### config.mk
export PLATFORM = sky130hd
export DESIGN_NAME = mux_arb_nx
export DESIGN_NICKNAME = d
export VERILOG_FILES = /design/src/rtl/alu_mux_pkg.sv /design/src/rtl/rr_arbiter.sv /design/src/rtl/mux_arb_nx.sv
export SDC_FILE = /design/constraint.sdc
export NUM_CORES = 1
export LEC_CHECK = 0
export ABC_CLOCK_PERIOD_IN_PS = 2700
export BUFFER_PORTS_ARGS = -buffer_cell sky130_fd_sc_hd__buf_2
export CAP_MARGIN = 20
export CORE_MARGIN = 2
export CORE_UTILIZATION = 42
export DETAILED_ROUTE_END_ITERATION = 7
export GPL_ROUTABILITY_DRIVEN = 1
export GPL_TIMING_DRIVEN = 0
export PLACE_DENSITY_LB_ADDON = 0.05
export SLEW_MARGIN = 5
export SYNTH_ARGS = -nofsm -noshare
export SYNTH_HDL_FRONTEND = slang
export SYNTH_SLANG_ARGS = --single-unit
### constraint.sdc
create_clock -name clk -period 2.7 [get_ports clk]
set_input_delay 0.54 -clock clk [delete_from_list [all_inputs] [get_ports clk]]
set_output_delay 0.54 -clock clk [all_outputs]
set_load 0.01 [all_outputs]
### src/rtl/alu_mux_pkg.sv
// Shared definitions for the N-input registered selector: operating modes,
// output-stage states and the channel-index wrap helper.
package alu_mux_pkg;

    // Source selection: external index or internal round-robin arbiter.
    typedef enum logic {
        MODE_FIXED = 1'b0,
        MODE_RR    = 1'b1
    } mode_e;

    // Output register occupancy.
    typedef enum logic {
        OUT_EMPTY = 1'b0,
        OUT_FULL  = 1'b1
    } out_state_e;

    // Next channel index after idx, wrapping from num_ch-1 back to 0.
    function automatic int unsigned wrap_inc(input int unsigned idx,
                                             input int unsigned num_ch);
        return (idx >= num_ch - 1) ? 0 : idx + 1;
    endfunction

endpackage : alu_mux_pkg

### src/rtl/rr_arbiter.sv
// Combinational rotating-priority arbiter: the first requester found when
// searching upward from ptr (with wrap) wins.
module rr_arbiter #(
    parameter  int NUM_CH = 4,
    localparam int SELW   = $clog2(NUM_CH)
) (
    input  logic [NUM_CH-1:0] req,
    input  logic [SELW-1:0]   ptr,
    output logic [SELW-1:0]   gnt,
    output logic              gnt_vld
);

    localparam logic [SELW:0] NUM_CH_W = (SELW+1)'(NUM_CH);

    logic [NUM_CH-1:0] w_rot;
    logic [SELW-1:0]   w_off;
    logic              w_hit;
    logic [SELW:0]     w_sum;

    // Rotate requests so that bit 0 is the channel at ptr.
    assign w_rot = NUM_CH'({req, req} >> ptr);

    // Lowest set bit of the rotated vector is the winner's distance from ptr.
    always_comb begin
        // NOTE: every output gets a default first so no path leaves it unassigned (no latch).
        w_off = '0;
        w_hit = 1'b0;
        for (int k = NUM_CH - 1; k >= 0; k--) begin
            if (w_rot[k]) begin
                w_off = SELW'(k);
                w_hit = 1'b1;
            end
        end
    end

    // Map the rotated offset back to an absolute channel index.
    assign w_sum   = {1'b0, ptr} + {1'b0, w_off};
    assign gnt     = (w_sum >= NUM_CH_W) ? SELW'(w_sum - NUM_CH_W) : w_sum[SELW-1:0];
    assign gnt_vld = w_hit;

endmodule : rr_arbiter

### src/rtl/mux_arb_nx.sv
// N-input, WIDTH-bit selector with a single registered output stage and
// valid/ready handshakes; the source is picked by an external index or by a
// fair round-robin arbiter whose pointer survives fixed-mode intervals.
module mux_arb_nx
    import alu_mux_pkg::*;
#(
    parameter  int WIDTH  = 8,
    parameter  int NUM_CH = 4,
    localparam int SELW   = $clog2(NUM_CH)
) (
    input  logic                    clk,
    input  logic                    rst_n,
    input  logic [NUM_CH-1:0]       in_valid,
    input  logic [NUM_CH*WIDTH-1:0] in_data,
    output logic [NUM_CH-1:0]       in_ready,
    input  logic                    mode,
    input  logic [SELW-1:0]         sel,
    output logic                    out_valid,
    output logic [WIDTH-1:0]        out_data,
    output logic [SELW-1:0]         out_ch,
    input  logic                    out_ready
);

    localparam logic [SELW:0] NUM_CH_W = (SELW+1)'(NUM_CH);

    out_state_e       r_state;
    logic [WIDTH-1:0] r_out_data;
    logic [SELW-1:0]  r_out_ch;
    logic [SELW-1:0]  r_ptr;

    logic             w_load_en;
    logic             w_fix_vld;
    logic [SELW-1:0]  w_rr_gnt;
    logic             w_rr_vld;
    logic [SELW-1:0]  w_gnt;
    logic             w_gnt_vld;
    logic [WIDTH-1:0] w_sel_data;

    rr_arbiter #(
        .NUM_CH (NUM_CH)
    ) u_rr_arbiter (
        .req     (in_valid),
        .ptr     (r_ptr),
        .gnt     (w_rr_gnt),
        .gnt_vld (w_rr_vld)
    );

    // Output register can accept a word when empty or being drained this cycle.
    assign w_load_en = (r_state == OUT_EMPTY) || out_ready;

    // Fixed mode: an out-of-range index (non-power-of-2 NUM_CH) never grants.
    assign w_fix_vld = ({1'b0, sel} < NUM_CH_W) && in_valid[sel];

    // Mode and sel act on this cycle's grant with no pipeline delay.
    assign w_gnt     = (mode == MODE_RR) ? w_rr_gnt : sel;
    assign w_gnt_vld = (mode == MODE_RR) ? w_rr_vld : w_fix_vld;

    assign w_sel_data = in_data[w_gnt*WIDTH +: WIDTH];

    // One-hot (or zero) accept toward the granted producer; silent in reset.
    always_comb begin
        in_ready = '0;
        for (int i = 0; i < NUM_CH; i++) begin
            in_ready[i] = rst_n && w_load_en && w_gnt_vld && (w_gnt == SELW'(i));
        end
    end

    // Output stage and RR pointer: load on grant, drain when nothing is granted.
    always_ff @(posedge clk or negedge rst_n) begin
        if (!rst_n) begin
            r_state    <= OUT_EMPTY;
            r_out_data <= '0;
            r_out_ch   <= '0;
            r_ptr      <= '0;
        end else if (w_load_en) begin
            // NOTE: state registers use non-blocking assignments so every flop samples pre-edge values.
            if (w_gnt_vld) begin
                r_state    <= OUT_FULL;
                r_out_data <= w_sel_data;
                r_out_ch   <= w_gnt;
                if (mode == MODE_RR) begin
                    r_ptr <= SELW'(wrap_inc(32'(w_gnt), NUM_CH));
                end
            end else begin
                r_state <= OUT_EMPTY;
            end
        end
    end

    assign out_valid = (r_state == OUT_FULL);
    assign out_data  = r_out_data;
    assign out_ch    = r_out_ch;

endmodule : mux_arb_nx

Word level (Yosys, flattened, before mapping)
Cells that the tools add are included.
{"block": "classes", "add_sub_neg": 3, "magnitude_cmp": 3, "n_eq_ne": 3, "n_shift": 2, "mux": 15, "bitwise_logic": 1, "n_reduce_logical": 10}
{"op": "32-bit by 6-bit indexed part select with 8-bit output", "n": 1}
{"op": "2-bit two-way mux", "n": 7}
{"op": "8-bit by 2-bit right shift with 4-bit output", "n": 1}
{"op": "1-bit two-way mux", "n": 7}
{"op": "1-bit logical AND", "n": 6}
{"op": "2-bit equality test (second input constant)", "n": 2}
{"op": "2-bit by 2-bit adder with 3-bit output", "n": 1}
{"op": "3-bit >= comparator (second input constant)", "n": 1}
{"op": "2-bit by 3-bit < comparator with 1-bit output (second input constant)", "n": 1}
{"op": "3-bit AND reduction", "n": 1}
{"op": "2-bit by 1-bit adder with 2-bit output (second input constant)", "n": 1}
{"op": "1-bit binary-select mux with 2-bit select", "n": 1}
{"op": "2-bit by 1-bit equality test with 1-bit output (second input constant)", "n": 1}
{"op": "2-bit >= comparator (second input constant)", "n": 1}
{"op": "2-bit logical NOT", "n": 1}
{"op": "2-bit AND reduction", "n": 1}
{"op": "2-bit by 1-bit subtractor with 2-bit output (second input constant)", "n": 1}
{"op": "1-bit logical OR", "n": 1}
{"op": "1-bit inverter", "n": 1}
{"block": "word_totals", "reg_bits": 13, "in_bits": 42}

Logic depth before layout (Yosys ltp)
{"block": "logic_depth", "word_depth": 11, "ltp_mapped": 12, "mapped_depth_nobuf": 10}

Cells and area by module
A second synthesis with hierarchy kept.
{"block": "unflattened", "hier_cells": 95, "hier_area_um2": 1102.3}
{"module": "mux_arb_nx", "n_inst": 1, "cells_each": 72, "area_per_inst_um2": 922.1}
{"module": "rr_arbiter", "n_inst": 1, "cells_each": 23, "area_per_inst_um2": 180.2}

Worst setup path before layout
Ideal clock, no wire load.
{"block": "synth_timing", "path_kind": "register to output", "startpoint": "reg r_ptr[0]", "endpoint": "out in_ready[0]", "t_arrival_ps": 2332, "t_required_ps": 2160, "setup_slack_ps": -172, "path_stages_with_launch": 12, "path_buffers": 2, "cell_sequence": "dfrtp_1 > buf_4 > nor2b_1 > a221o_1 > nand2_1 > o221ai_1 > ha_1 > xor2_2 > a21o_1 > buf_4 > a31oi_4 > nor4_1"}
{"block": "synth_between", "elab_chain_len": 11}
{"item": "start: declaration", "line_no": "mux_arb_nx.sv:29", "source": "logic [SELW-1:0] r_ptr;"}
{"item": "start signal: assignment", "line_no": "mux_arb_nx.sv:82", "source": "r_ptr <= SELW'(wrap_inc(32'(w_gnt), NUM_CH));"}
{"item": "8-bit by 2-bit right shift with 4-bit output", "line_no": "rr_arbiter.sv:21", "source": "assign w_rot = NUM_CH'({req, req} >> ptr);"}
{"item": "2-bit two-way mux (4 in a row)", "line_no": "rr_arbiter.sv:29", "source": "if (w_rot[k]) begin"}
{"item": "2-bit by 2-bit adder with 3-bit output", "line_no": "rr_arbiter.sv:37", "source": "assign w_sum = {1'b0, ptr} + {1'b0, w_off};"}
{"item": "3-bit >= comparator or 2-bit by 1-bit subtractor with 2-bit output (tied branches)", "line_no": "rr_arbiter.sv:38", "source": "assign gnt = (w_sum >= NUM_CH_W) ? SELW'(w_sum - NUM_CH_W) : w_sum[SELW-1:0];"}
{"item": "2-bit two-way mux", "line_no": "rr_arbiter.sv:38"}
{"item": "2-bit two-way mux", "line_no": "mux_arb_nx.sv:55", "source": "assign w_gnt = (mode == MODE_RR) ? w_rr_gnt : sel;"}
{"item": "2-bit logical NOT", "line_no": "mux_arb_nx.sv:64", "source": "in_ready[i] = rst_n && w_load_en && w_gnt_vld && (w_gnt == SELW'(i));"}
{"item": "1-bit logical AND *", "line_no": "mux_arb_nx.sv:64"}
{"item": "end: declaration", "line_no": "mux_arb_nx.sv:15", "source": "output logic [NUM_CH-1:0] in_ready,"}
Every way passes the cells marked *; elsewhere a longest branch is shown, timed or not.

Worst setup path after layout
{"block": "layout_timing", "startpoint": "reg r_ptr[0]", "endpoint": "out in_ready[3]"}
{"block": "layout_between", "elab_chain_len": 11}
{"item": "8-bit by 2-bit right shift with 4-bit output", "line_no": "rr_arbiter.sv:21"}
{"item": "2-bit two-way mux (4 in a row)", "line_no": "rr_arbiter.sv:29"}
{"item": "2-bit by 2-bit adder with 3-bit output", "line_no": "rr_arbiter.sv:37"}
{"item": "3-bit >= comparator or 2-bit by 1-bit subtractor with 2-bit output (tied branches)", "line_no": "rr_arbiter.sv:38"}
{"item": "2-bit two-way mux", "line_no": "rr_arbiter.sv:38"}
{"item": "2-bit two-way mux", "line_no": "mux_arb_nx.sv:55"}
{"item": "2-bit equality test", "line_no": "mux_arb_nx.sv:64"}
{"item": "1-bit logical AND *", "line_no": "mux_arb_nx.sv:64"}
Marked as above.

==> out/metrics.cfg <==
[clock_tree]
clockBufferDepth = 2
htreeDepth = 1
root_buffer = clkbuf_4
cts_tree = done
cts_sinks = 13
clk_pin_slew_ps = 90
hold_buffers = 0
cts_buffers = 3
worst_skew_pair.late_latency_ps = 280

[route]
dr_total_vias = 1380
drtIter0Drc = 82
ant_nets = 0
drtPass1Iterations = 4
drc = 0
wl_um = 3640
via_per_inst = 5.66
wl_per_cell_um = 14.9

[critical_path]
worstSetupPathType = reg2out
critPathSlowestCell = dfrtp_1
cpLargestDelayFamily = compound AO/OA/AOI/OAI gates
setup.worst_path.end_class = output pin
crit_fanout = 6
worst-path-buf-inv = 2
crit_top_cell = buf_6
reg2reg_slack_ps = -40
r2r-start = r_ptr[0]
critical-path-max-stage-delay_ps = 410
cp-start-kind = flip-flop
worstPathCellList = buf_6 -> nor2b_4 -> a221o_1 -> nand2_1 -> o221ai_2 -> ha_4 -> xor2_4 -> a21o_1 -> a31oi_4 -> ha_2 -> and2_4 -> buf_6
cp.arrival_ps = 2700
required_ps = 2160
reg2reg_to = out_data[2]
r2r_cells = 14

[sta]
worst_slack_ps = -544
fin_tns_setup_ps = -2050
setup_viol = 5
holdWs_ps = 137
worst_pin_slew_ps = 573
period_needed_ps = 3240
slew_violations = 0
rsz0062_at_grt = true
fmax_ghz = 0.308
fin_crit_sh_pct = 120
max-slew-margin-rel_pct = 61.8
hold_violations = 0
fin_skew_ps = 0.864

[grt]
grt_pass1_wl_um = 5690
gr-total-overflow = 0
grt_pass1_vias = 1300
grt_usage_pct = 21.8
grt_antenna_before_repair = 0
grt_max_degree = 15

[floorplan]
core_area_um2 = 2760
dieHeight_um = 58.1
die-area_um2 = 3370
ios = 57
start_util_pct = 44.5
fp-row-count = 19
die_x_um = 58.1

[placed_design]
dp_cells = 226
dp_hpwl_um = 2530
pre_cts_slack_ps = -528
place_congestion = 0.797
place_area_um2 = 1600
portBuffers = 56

[power_and_ir_drop]
finalPower_mw = 1.80
total_leakage_power_nw = 0.872
power_density_nw_per_um2 = 983
peakVddDrop_mv = 0.579

[run_status]
violations = negative setup slack
outcome = finished with violations

[yosys]
synth-main-ff-cell = dfrtp_1
synth_edf_count = 0
synth_top_area_share_pct = 26.5
synth_area_um2 = 1230
synth_area_per_cell_um2 = 8.83
yosys-top-cells-area = dfrtp_1, mux2_2, mux2i_1
ys_ff_latch = 13
synth_cell_types = 36
synth.yosys.seq_area_share_pct = 26.5
syn-num-nets = 183
async_flop_share_pct = 100
yosys.area.top_type = dfrtp_1
synthCells = 139
yosysWarnings = 0

[hold_path]
hp-class = in2async

[final_layout]
final_area_um2 = 1830
nNetsFinal = 258
final_core_util_pct = 66.5
synthToLayoutAreaGrowth_pct = 49.4
drive_above_1_share_pct = 53.5
fin_cells = 244
diodes = 0

[run]
cap_violations = 0

[logic make-up after synthesis]
family          after synthesis  share of synthesized area (%)
compound gates               39                           24.5
xor+xnor                      1                           1.33
fa+ha+maj                     2                           2.04
buf+inv                      12                           5.10
flops                        13                           26.5
mux                          23                           20.6
simple gates                 49                           20.0
[cells in the mapped netlist, drive strengths merged (2+ instances only)]
cell type / n
nand2b: 2
ha: 2
nand2: 22
mux2: 12
buf: 8
nor3b: 3
o21ai: 5
or2: 3
nor3: 3
mux2i: 11
o221ai: 2
and2: 2
a31oi: 9
nor2: 6
nor2b: 2
inv: 3
nor4: 3
and3: 2
o31ai: 9
a21oi: 9
dfrtp: 13
[worst max-delay path by stage]
stage	startpoint	to	cells past startpoint
6_report	r_ptr[0]	in_ready[3]	12
4_1_cts	r_ptr[0]	in_ready[3]	13
5_1_grt	r_ptr[0]	in_ready[0]	12
2_1_floorplan	r_ptr[0]	in_ready[3]	12
3_3_place_gp	in_valid[0]	in_ready[3]	13
3_5_place_dp	in_valid[0]	in_ready[3]	13
[registers in the layout, indices dropped and copies added, names as in the netlist]
register   cells
out_ch         2
out_data       8
r_ptr          2
out_valid      1
[layer usage]
metal | global-route usage, % | vias up | wire length [um]
met5 | 0 | - | 0
met4 | 7.64 | 0 | 81
met3 | 3.79 | 11 | 206
met2 | 38.8 | 52 | 1780
met1 | 26.4 | 655 | 1570
li1 | - | 662 | -
[where the power goes]
group          leakage (nW)  switching, mW  internal [mW]  total [mW]
logic                 0.701          0.666          0.676        1.34
clock network        0.0150         0.0710         0.0574       0.128
registers             0.156         0.0487          0.285       0.333
total                 0.872          0.785           1.02        1.80
[area by class of cell]
class,instances,area (um^2)
Tap cell,31,38.8
Sequential cell,13,325
Inverter,3,11.3
Fill cell,242,923
Clock buffer,4,26.3
Buffer,8,50.0
Multi-Input combinational cell,114,958
Timing Repair Buffer,71,424
[layout by cell type, fill, tap and decap left out, types with 3 or more instances in the layout]
cell	n
nor2_1	6
buf_4	14
a21oi_1	7
a31oi_1	8
o31ai_1	7
dfrtp_1	13
or2_1	3
nand2_1	22
inv_1	3
clkbuf_4	4
nor3b_1	3
mux2_2	11
mux2i_1	10
buf_2	59
o21ai_0	4
[repair_timing]
action                                  4_1_cts  5_1_grt
cloned                                        0        0
buffers inserted                             10        5
endpoints found under the setup margin       13       13
endpoints found under the hold margin         0        0
pin swaps                                     6       18
resized for setup                             4       10
Power figures use the tool's default switching activity.
